<file path="config.mk">
export PLATFORM = sky130hd
export DESIGN_NAME = tx_uart_flat
export DESIGN_NICKNAME = d
export VERILOG_FILES = /design/src/rtl/tx_uart_if.sv /design/src/rtl/tx_uart.sv /design/src/flat_wrapper.sv
export SDC_FILE = /design/constraint.sdc
export NUM_CORES = 1
export LEC_CHECK = 0
export ABC_AREA = 1
export ABC_CLOCK_PERIOD_IN_PS = 4100
export BUFFER_PORTS_ARGS = -buffer_cell sky130_fd_sc_hd__buf_2
export CAP_MARGIN = 20
export CELL_PAD_IN_SITES_DETAIL_PLACEMENT = 0
export CELL_PAD_IN_SITES_GLOBAL_PLACEMENT = 2
export CORE_AREA = 4 4 59 61
export CTS_BUF_LIST = sky130_fd_sc_hd__clkbuf_16
export CTS_CLUSTER_DIAMETER = 50
export CTS_CLUSTER_SIZE = 25
export DETAILED_ROUTE_END_ITERATION = 12
export DIE_AREA = 0 0 63 65
export GPL_TIMING_DRIVEN = 0
export HOLD_SLACK_MARGIN = 0.15
export MAX_ROUTING_LAYER = met4
export PLACE_DENSITY_LB_ADDON = 0.1
export SYNTH_ARGS = -nofsm -noshare
export SYNTH_HDL_FRONTEND = slang
export SYNTH_SLANG_ARGS = --single-unit
</file>
<file path="constraint.sdc">
create_clock -name i_clock -period 4.1 [get_ports i_clock]
set_input_delay 0.205 -clock i_clock [delete_from_list [all_inputs] [get_ports i_clock]]
set_output_delay 0.205 -clock i_clock [all_outputs]
set_load 0.01 [all_outputs]
</file>
<file path="src/rtl/tx_uart_if.sv">
// Host-side bundle for tx_uart: baud tick, request/data in, serial line and status out.
interface tx_uart_if #(
  parameter int unsigned NB_DATA = 8
) ();
  logic               i_tick;
  logic               i_tx_start;
  logic [NB_DATA-1:0] i_data;
  logic               o_tx;
  logic               o_busy;
  logic               o_tx_done;

  modport master (
    output i_tick, i_tx_start, i_data,
    input  o_tx, o_busy, o_tx_done
  );

  modport slave (
    input  i_tick, i_tx_start, i_data,
    output o_tx, o_busy, o_tx_done
  );
endinterface

</file>
<file path="src/rtl/tx_uart.sv">
// UART transmitter: start bit, NB_DATA bits LSB first, SB_TICK-tick stop period,
// paced by a 16x oversampling baud tick.
module tx_uart #(
  parameter int unsigned NB_DATA  = 8,
  parameter int unsigned SB_TICK  = 16,
  parameter int unsigned NB_STATE = 2
) (
  input  logic     i_clock,
  input  logic     i_reset_n,
  tx_uart_if.slave bus
);

  localparam int unsigned NB_S = (SB_TICK > 16) ? $clog2(SB_TICK) : 4;
  localparam int unsigned NB_N = (NB_DATA > 1) ? $clog2(NB_DATA) : 1;

  typedef enum logic [NB_STATE-1:0] {StIdle, StStart, StData, StStop} state_e;

  state_e             state_q, state_d;
  logic [NB_S-1:0]    s_q, s_d;
  logic [NB_N-1:0]    n_q, n_d;
  logic [NB_DATA-1:0] b_q, b_d;
  logic               tx_q, tx_d;
  logic               done;

  always_ff @(posedge i_clock or negedge i_reset_n) begin
    if (!i_reset_n) begin
      state_q <= StIdle;
      s_q     <= '0;
      n_q     <= '0;
      b_q     <= '0;
      tx_q    <= 1'b1;
    end else begin
      state_q <= state_d;
      s_q     <= s_d;
      n_q     <= n_d;
      b_q     <= b_d;
      tx_q    <= tx_d;
    end
  end

  always_comb begin
    state_d = state_q;
    s_d     = s_q;
    n_d     = n_q;
    b_d     = b_q;
    done    = 1'b0;
    unique case (state_q)
      StIdle: begin
        if (bus.i_tx_start) begin
          b_d     = bus.i_data;
          s_d     = '0;
          state_d = StStart;
        end
      end
      StStart: begin
        if (bus.i_tick) begin
          if (s_q == NB_S'(15)) begin
            s_d     = '0;
            n_d     = '0;
            state_d = StData;
          end else begin
            s_d = s_q + NB_S'(1);
          end
        end
      end
      StData: begin
        if (bus.i_tick) begin
          if (s_q == NB_S'(15)) begin
            s_d = '0;
            b_d = b_q >> 1;
            if (n_q == NB_N'(NB_DATA - 1)) begin
              state_d = StStop;
            end else begin
              n_d = n_q + NB_N'(1);
            end
          end else begin
            s_d = s_q + NB_S'(1);
          end
        end
      end
      StStop: begin
        if (bus.i_tick) begin
          if (s_q == NB_S'(SB_TICK - 1)) begin
            done    = 1'b1;
            s_d     = '0;
            state_d = StIdle;
          end else begin
            s_d = s_q + NB_S'(1);
          end
        end
      end
      default: state_d = StIdle;
    endcase

    // Line level is looked up from the next state so o_tx is registered yet
    // already shows the new bit in the first cycle after the transition.
    case (state_d)
      StStart: tx_d = 1'b0;
      StData:  tx_d = b_d[0];
      default: tx_d = 1'b1;
    endcase
  end

  assign bus.o_tx      = tx_q;
  assign bus.o_busy    = (state_q != StIdle);
  assign bus.o_tx_done = done;

endmodule

</file>
<file path="src/flat_wrapper.sv">
// flat-port wrapper written by rule: the top's interface ports become plain ports
module tx_uart_flat 
#(
  parameter int unsigned NB_DATA  = 8,
  parameter int unsigned SB_TICK  = 16,
  parameter int unsigned NB_STATE = 2
)
  (i_clock, i_reset_n, bus_i_tick, bus_i_tx_start, bus_i_data, bus_o_tx, bus_o_busy, bus_o_tx_done);
  tx_uart_if #(.NB_DATA(NB_DATA)) bus_i ();
  input  logic i_clock;
  input  logic i_reset_n;
  input wire logic [$bits(bus_i.i_tick)-1:0] bus_i_tick;
  input wire logic [$bits(bus_i.i_tx_start)-1:0] bus_i_tx_start;
  input wire logic [$bits(bus_i.i_data)-1:0] bus_i_data;
  output wire logic [$bits(bus_i.o_tx)-1:0] bus_o_tx;
  output wire logic [$bits(bus_i.o_busy)-1:0] bus_o_busy;
  output wire logic [$bits(bus_i.o_tx_done)-1:0] bus_o_tx_done;
  assign bus_i.i_tick = bus_i_tick;
  assign bus_i.i_tx_start = bus_i_tx_start;
  assign bus_i.i_data = bus_i_data;
  assign bus_o_tx = bus_i.o_tx;
  assign bus_o_busy = bus_i.o_busy;
  assign bus_o_tx_done = bus_i.o_tx_done;
  tx_uart #(.NB_DATA(NB_DATA), .SB_TICK(SB_TICK), .NB_STATE(NB_STATE)) u_core (.i_clock(i_clock), .i_reset_n(i_reset_n), .bus(bus_i));
endmodule
</file>
# Yosys cells after proc, flatten, opt, wreduce, memory -nomap -nowiden
# Cells that the tools add are included.
# op_classes
add_sub_neg,2
multipliers,0
div,0
n_lt_le_gt_ge,0
eq_ne,14
shift,0
muxes,27
n_bitwise,0
reduce_logical,8
# ops
op,count
8-bit 2-to-1 mux,3
2-bit 2-to-1 mux,8
8-bit case mux with 2 select lines,1
3-bit 2-to-1 mux,5
4-bit 2-to-1 mux,3
2-bit != test (second input constant),4
2-bit case mux with 4 select lines,1
4-bit case mux with 2 select lines,1
2-bit equality test (second input constant),3
2-bit by 1-bit != test with 1-bit output (second input constant),3
3-bit case mux with 2 select lines,1
6-bit AND reduction,1
2-bit nonzero test,3
4-bit by 1-bit adder with 4-bit output (second input constant),1
2-bit by 1-bit equality test with 1-bit output (second input constant),2
4-bit equality test (second input constant),1
4-bit AND reduction,1
3-bit by 1-bit adder with 3-bit output (second input constant),1
3-bit equality test (second input constant),1
1-bit 2-to-1 mux,3
3-bit OR reduction,1
2-bit zero test,1
1-bit case mux with 2 select lines,1
2-bit AND reduction,1
# word_totals
regBits,18
latch_bits,0
ramBits,0
mem_bits_ro,0
in_bits,12
out_inout_bits,3
mem_count,0

# Logic depth before layout (Yosys ltp)
# Gate-level depths: netlist of run 1.
# logic_depth
ltp_word,7
depth_mapped,10
mapped_depth_nobuf,10

# Worst setup path before layout of run 1
# No wires, ideal clock.
# synth_path
path_type,reg-to-reg
startpoint,reg u_core.s_q[0]
endpoint,reg u_core.n_q[2]
setup_ps,117
t_arrival_ps,1220
required_time_ps,3983
setup_slack_ps,2763
stages_incl_launch_ff,11
path_buffers,0
period_less_slack_ps,1337
cell_sequence,dfrtp_1 > ha_1 > nand2_1 > nor2_1 > nand3_4 > inv_4 > nand2_4 > nand2_4 > inv_2 > nand2_1 > nand2_1
# synth_via
elab_chain_len,3
word_cells_on_any_way,4
cone_classes,3 x eq/ne; 1 x reduce/logical
# synth_lines
element,line_no,text
"start, declared",tx_uart.sv:19,"logic [NB_S-1:0] s_q, s_d;"
"start signal, assigned",tx_uart.sv:28,s_q <= '0;
"start signal, assigned",tx_uart.sv:34,s_q <= s_d;
4-bit equality test *,"tx_uart.sv:57, tx_uart.sv:68",
2-bit by 1-bit != test with 1-bit output (no source line),--,
6-bit AND reduction (no source line) *,--,
"end signal, assigned",tx_uart.sv:35,n_q <= n_d;
"end, declared",tx_uart.sv:20,"logic [NB_N-1:0] n_q, n_d;"
# Mark *: on every way between the ends. The rest lies on a longest branch, timed or not.
# A chain may end at the register's enable or synchronous reset.

# Worst setup path in the final report of run 1
# layout_path
startpoint,reg u_core.s_q[0]
endpoint,out bus_o_tx_done
# layout_via
elab_chain_len,4
# layout_lines
element,line_no,text
4-bit equality test,tx_uart.sv:83,if (s_q == NB_S'(SB_TICK - 1)) begin
1-bit 2-to-1 mux,tx_uart.sv:83,
1-bit 2-to-1 mux,tx_uart.sv:82,if (bus.i_tick) begin
1-bit 2-to-1 mux,tx_uart.sv:47,unique case (state_q)
"end, declared",flat_wrapper.sv:17,output wire logic [$bits(bus_i.o_tx_done)-1:0] bus_o_tx_done;
# Every way passes these cells.

==> results.ini, run 1 <==
[global_route]
antenna_found_initial=0
overflow=0
grt_use_total_pct=11.8
grt_max_degree=19
grt_pass1_vias=805
grt_pass1_wl_um=3650

[worst_setup_path]
crit_fanout=7
critPathLaunchType=flip-flop
cp.arrival_ns=1.37
path_class=reg2out
worst_path_max_delay_cell=dfrtp_1
worstSetupEndpointType=output pin
cp_cell_sequence=ha_1, nand3_2, nor3_1, buf_2
critPathMaxStageDelay_ns=0.38
cp_top_family=flip-flops
crit_buf_inv=1
crit_required_ns=3.89

[synth]
synth-edff-count=0
ys_warn_count=0
netlist_instances=117
syn_avg_cell_area_um2=8.43
synth_largest_area_cell=dfrtp_1
synth_flop_cell=dfrtp_1
ys_top_cells_by_count=nand2_1, dfrtp_1, inv_1
yosysSeqAreaShare_pct=45.8
synth-seq-cells=18
yosysMostFrequentCell=nand2_1
synth.distinct_cells=23
synth_nets=132
synth.area.top_cells=dfrtp_1, nand2_1, a22oi_1
async_flop_share_pct=100
netlist_area_um2=986
synth_top_cell_area_share_pct=43.1

[clocking]
cts.sinks=18
post_cts_buffers=0
cts-resized-gates=0
clockBufferDepth=2
path_clk_slew_ns=0.05
cts_hold_buf=1
cts_made_buffers=3
cts_tree=built
root_buffer=clkbuf_16
cts-htree-levels=1
worstSkewPairLatency_ns=0.25

[place]
dp.cells=164
hpwlAfterDp_um=1570
port_buffers=14
gp_congestion=0.775

[sta]
finalHoldViolCount=0
fmax_mhz=637
setup_viol=0
fin_crit_ns=1.57
maxSlewHeadroom_pct=71.8
tightest_slew_ns=0.423
slew_violations=0
final.period_utilization_pct=38.3
fin_skew_ns=0.00147
whs_ns=0.161
setup-tns-final_ns=0
rsz0062_at_grt=no

[power]
p_leak_nw=0.595
power_density_nw_per_um2=559
peakVddDrop_mv=0.288
fin_total_pwr_uw=663

[finish]
layout.cells.non_filler=169
multiInputGateArea_um2=479
area_growth_pct=20.3
seqCellArea_um2=452
n_antenna_cell=0
final_layout_size_suffix_gt1_share_pct=22.8
nFillCells=317
final_util_pct=39.8
final_nets=152

[route]
dr.pass1.iters=4
drc=0
vias_per_cell=4.79
wirelength_um=2030
ant_nets=0
wl_per_cell_um=12.0
drt_iter0_drc=40
vias=809

[floorplan]
die_height_um=65
fp-row-count=20
initial_utilization_pct=33.1
io_pins=15
die_area_um2=4100
die_w_um=63
core_um2=2980

[run_status]
status=completed

[run]
max_cap_viol_count=0

[hold_path]
hold_class=in2reg

[logic make-up (layout without fill, tap and decap cells)]
| family | after synthesis | in the layout | synth area share [%] |
|---|---|---|---|
| AND/OR/NAND/NOR | 65 | 65 | 32.7 |
| flip-flops | 18 | 18 | 45.8 |
| AO/OA/AOI/OAI | 15 | 15 | 10.2 |
| buffers and inverters | 14 | 33 | 5.58 |
| adder cells (fa/ha/maj) | 3 | 3 | 3.81 |
| XOR/XNOR | 1 | 1 | 0.888 |
| multiplexers | 1 | 1 | 1.02 |
[through the flow]
step	area (um2)	setup slack [ns]
after floorplan	986	2.76
after global placement	1100	2.62
after detailed placement	1100	2.61
after CTS	1190	2.53
after global routing	1190	2.41
final	1190	2.53
[flip-flops by register name (all words and copies together) (netlist names)]
| signal | count |
|---|---|
| u_core.state_q | 2 |
| u_core.s_q | 4 |
| u_core.bus.o_tx | 1 |
| u_core.n_q | 3 |
| u_core.b_q | 8 |
[worst min-delay path, cell delays in order]
cell	delay (ns)
buf_2	0.07
nand2_1	0.04
nand2_1	0.05
[placed cells by master, fill, tap and decap left out]
master | Yosys | routed
dfrtp_1 | 17 | 17
nand3_1 | 8 | 8
clkbuf_16 | 0 | 3
inv_1 | 11 | 11
a22oi_1 | 6 | 6
nor3_1 | 1 | 1
nor2_1 | 8 | 8
nand2_1 | 37 | 37
buf_2 | 0 | 14
dlygate4sd3_1 | 0 | 1
a21oi_1 | 1 | 1
clkinv_1 | 0 | 1
o21ai_0 | 6 | 6
inv_4 | 1 | 1
xor2_1 | 1 | 1
nand2_4 | 2 | 2
nand3_2 | 1 | 1
ha_1 | 3 | 3
nand2_2 | 2 | 2
inv_2 | 2 | 2
o211ai_2 | 1 | 1
dfstp_2 | 1 | 1
nor2_4 | 3 | 3
mux2i_1 | 1 | 1
o211ai_1 | 1 | 1
nand3_4 | 1 | 1
nand4_1 | 2 | 2
[where the power goes]
part | switching (mW) | total, mW | internal [mW] | leakage [nW]
combinational | 0.103 | 0.169 | 0.0653 | 0.331
sequential | 0.0520 | 0.299 | 0.247 | 0.226
clock | 0.0654 | 0.195 | 0.130 | 0.0385
[cell type report]
cell class | instances | area share [%]
Sequential cell | 18 | 38.1
Timing Repair Buffer | 15 | 6.75
Inverter | 14 | 4.64
Multi-Input combinational cell | 85 | 40.4
Clock inverter | 1 | 0.316
Clock buffer | 3 | 6.33
Tap cell | 33 | 3.48
[metal layers]
layer / up-vias / routed length [um] / global-route usage, %
li1: 420 / - / -
met1: 376 / 955 / 14.9
met2: 11 / 984 / 18.6
met3: 2 / 67 / 2.95
met4: 0 / 23 / 4.13
met5: - / 0 / -
[worst paths after layout]
kind                       cells after the start                 startpoint  slack, ns                         to
max                                            4  u_core.s_q[0]$_DFFE_PN0P_       2.53              bus_o_tx_done
max reg2reg                                   10  u_core.s_q[0]$_DFFE_PN0P_       2.60  u_core.n_q[2]$_DFFE_PN0P_
max in group asynchronous                      2                  i_reset_n       3.35  u_core.bus.o_tx$_DFF_PN1_
min                                            3              bus_i_data[7]       0.16  u_core.b_q[7]$_DFFE_PN0P_
min reg2reg                                    2  u_core.b_q[3]$_DFFE_PN0P_       0.47  u_core.b_q[3]$_DFFE_PN0P_
min in group asynchronous                      2                  i_reset_n       0.43  u_core.s_q[1]$_DFFE_PN0P_
(Power assumes the default switching activity.)
==> inputs of run 2 (changes only) <==
ABC_CLOCK_PERIOD_IN_PS = 1400   (was 4100)
CORE_AREA = 4 4 64 66   (was 4 4 59 61)
DIE_AREA = 0 0 68 70   (was 0 0 63 65)
clock period = 1.4 ns   (was 4.1 ns; I/O delays follow)
==> results.ini, run 2 (synthesis results as in run 1) <==
[finish]
final_nets=169  ; +11%
final_layout_size_suffix_gt1_share_pct=30.7  ; +7.9 points
top_register=u_core.b_q
largest_reg_flops=8  ; unchanged
fin_area_um2=1390  ; +17%
final_cell_mix=nand2_1, dfrtp_1, buf_2
layout_commonest_cell=nand2_1
area_growth_pct=40.9
biggestRegsByFlops=u_core.b_q (8), u_core.s_q (4), u_core.n_q (3)
n_antenna_cell=0  ; unchanged

[worst_setup_path]
crit_fanout=5  ; -2
crit_required_ns=1.54  ; -2.35 ns
cp_cell_sequence=ha_4, nand2_2, nor2_4, nand3_4, clkinv_4, buf_4, a22oi_1, nand2_1
worstSetupEndpointType=flip-flop
cp.arrival_ns=1.49  ; +0.12 ns
critPathMaxStageDelay_ns=0.41  ; +0.03 ns
path_class=reg2reg
critPathLaunchType=flip-flop
crit_buf_inv=2  ; +1
cp_top_family=flip-flops
worst_path_max_delay_cell=dfrtp_1

[floorplan]
die_w_um=68  ; +7.9%
die_height_um=70  ; +7.7%
initial_utilization_pct=27.6  ; -5.6 points
io_pins=15  ; unchanged
fp-row-count=22  ; +10%
core_um2=3580  ; +20%
die_area_um2=4760  ; +16%

[route]
drc=0  ; unchanged
dr.pass1.iters=4  ; unchanged
vias=872  ; +7.8%
wirelength_um=2360  ; +16%
ant_nets=0  ; unchanged
drt_iter0_drc=66  ; +65%
wl_per_cell_um=11.8  ; -2.1%
vias_per_cell=4.34  ; -9.4%

[global_route]
grt_use_total_pct=11.7  ; -0.089 points
antenna_found_initial=0  ; unchanged
grt_max_degree=19  ; unchanged
grt_pass1_wl_um=4080  ; +12%
grt_pass1_vias=885  ; +9.9%
overflow=0  ; unchanged

[power]
internal_power_mw=1.40  ; +220%
p_leak_nw=0.673  ; +13%
comb_power_share_pct=30.1  ; +4.6 points
peakVddDrop_mv=0.616  ; +110%
swShare_pct=34.2  ; +0.91 points
power.switching_uw=727  ; +230%
seqPwrFrac_pct=42.4  ; -2.7 points
power_density_nw_per_um2=1530  ; +170%
p_clk_share_pct=27.5  ; -1.9 points

[sta]
slew_violations=0  ; unchanged
tightest_slew_ns=0.431  ; +0.00797 ns
fin_skew_ns=0.00362  ; +0.00215 ns
finalHoldViolCount=0  ; unchanged
fmax_mhz=739
setup_viol=0  ; unchanged
rsz0062_at_grt=yes
fin_crit_ns=1.35
maxSlewHeadroom_pct=71.3  ; -0.53 points
final.period_utilization_pct=96.7
whs_ns=0.185  ; +0.0242 ns

[place]
gp_congestion=0.740  ; -4.5%
place_area_um2=1120  ; +1.7%
hpwlAfterDp_um=1620  ; +3.0%
port_buffers=14  ; unchanged

[clocking]
clockBufferDepth=2  ; unchanged
path_clk_slew_ns=0.06  ; about the same
worstSkewPairLatency_ns=0.25  ; about the same
cts.sinks=18  ; unchanged
cts_made_buffers=3  ; unchanged
cts_tree=built
root_buffer=clkbuf_16
cts-htree-levels=1  ; unchanged

[run]
max_cap_viol_count=0  ; unchanged

[hold_path]
hold_class=in2reg

[run_status]
status=completed

## run 2: final timing paths
kind,start,to,slack (ns),cells past startpoint
max,u_core.s_q[1]$_DFFE_PN0P_,u_core.b_q[2]$_DFFE_PN0P_,0.05,8
min,bus_i_tick,u_core.bus.o_tx$_DFF_PN1_,0.18,5
max reg2reg,u_core.s_q[1]$_DFFE_PN0P_,u_core.b_q[2]$_DFFE_PN0P_,0.05,8
min reg2reg,u_core.b_q[5]$_DFFE_PN0P_,u_core.b_q[5]$_DFFE_PN0P_,0.47,2
max in group asynchronous,i_reset_n,u_core.bus.o_tx$_DFF_PN1_,0.78,2
min in group asynchronous,i_reset_n,u_core.s_q[1]$_DFFE_PN0P_,0.29,2
## run 2: repair_timing
action / in CTS / in global routing
endpoints found under the setup margin: 12 / 13
buffers inserted: 4 / 6
pin swaps: 1 / 2
hold buffers: 8 / 0
endpoints found under the hold margin: 25 / 0
resized for setup: 5 / 6
## run 2: layer usage
layer / vias up / wire (um) / part of all wire [%] / track usage, %
li1: 456 / - / - / -
met3: 5 / 98 / 4.1 / 3.05
met5: - / 0 / 0 / -
met2: 12 / 1100 / 47 / 16.2
met4: 0 / 38 / 1.6 / 4.64
met1: 399 / 1130 / 48 / 16.2
## run 2: worst reg2reg max path, delay by kind of cell, from the launching register on
kind,cells,cell delay (ns)
AOI/OAI and AO/OA,1,0.13
and+or+nand+nor,4,0.28
adders and majority gates,1,0.20
buffers and inverters,2,0.23
DFF,1,0.41
## run 2: stage by stage
step / TNS (ns) / cells / utilization, % / setup slack [ns] / power [mW]
after global placement: -0.672 / 179 / 31.2 / -0.0945 / 1.38
after detailed placement: -0.751 / 179 / 31.2 / -0.107 / 1.39
after CTS: 0 / 195 / 37.2 / 0.00810 / 2.10
after global routing: -0.297 / 201 / 38.8 / -0.0553 / 2.29
after floorplan: 0 / 117 / - / 0.0626 / 1.23
final: 0 / 201 / 38.8 / 0.0460 / 2.12
## run 2: power by group through the flow
stage / registers, mW / logic (mW) / clock network [mW]
3_3_place_gp: 0.882 / 0.496 / 0
2_1_floorplan: 0.858 / 0.375 / 0
5_1_grt: 0.928 / 0.744 / 0.623
4_1_cts: 0.890 / 0.603 / 0.603
3_5_place_dp: 0.886 / 0.501 / 0
6_report: 0.901 / 0.639 / 0.585
## run 2: area by class of cell
type	count	area (um2)
Clock inverter	1	3.75
Multi-Input combinational cell	85	514
Tap cell	48	60.1
Sequential cell	18	453
Clock buffer	3	75.1
Fill cell	388	2190
Timing Repair Buffer	32	225
Inverter	14	57.6
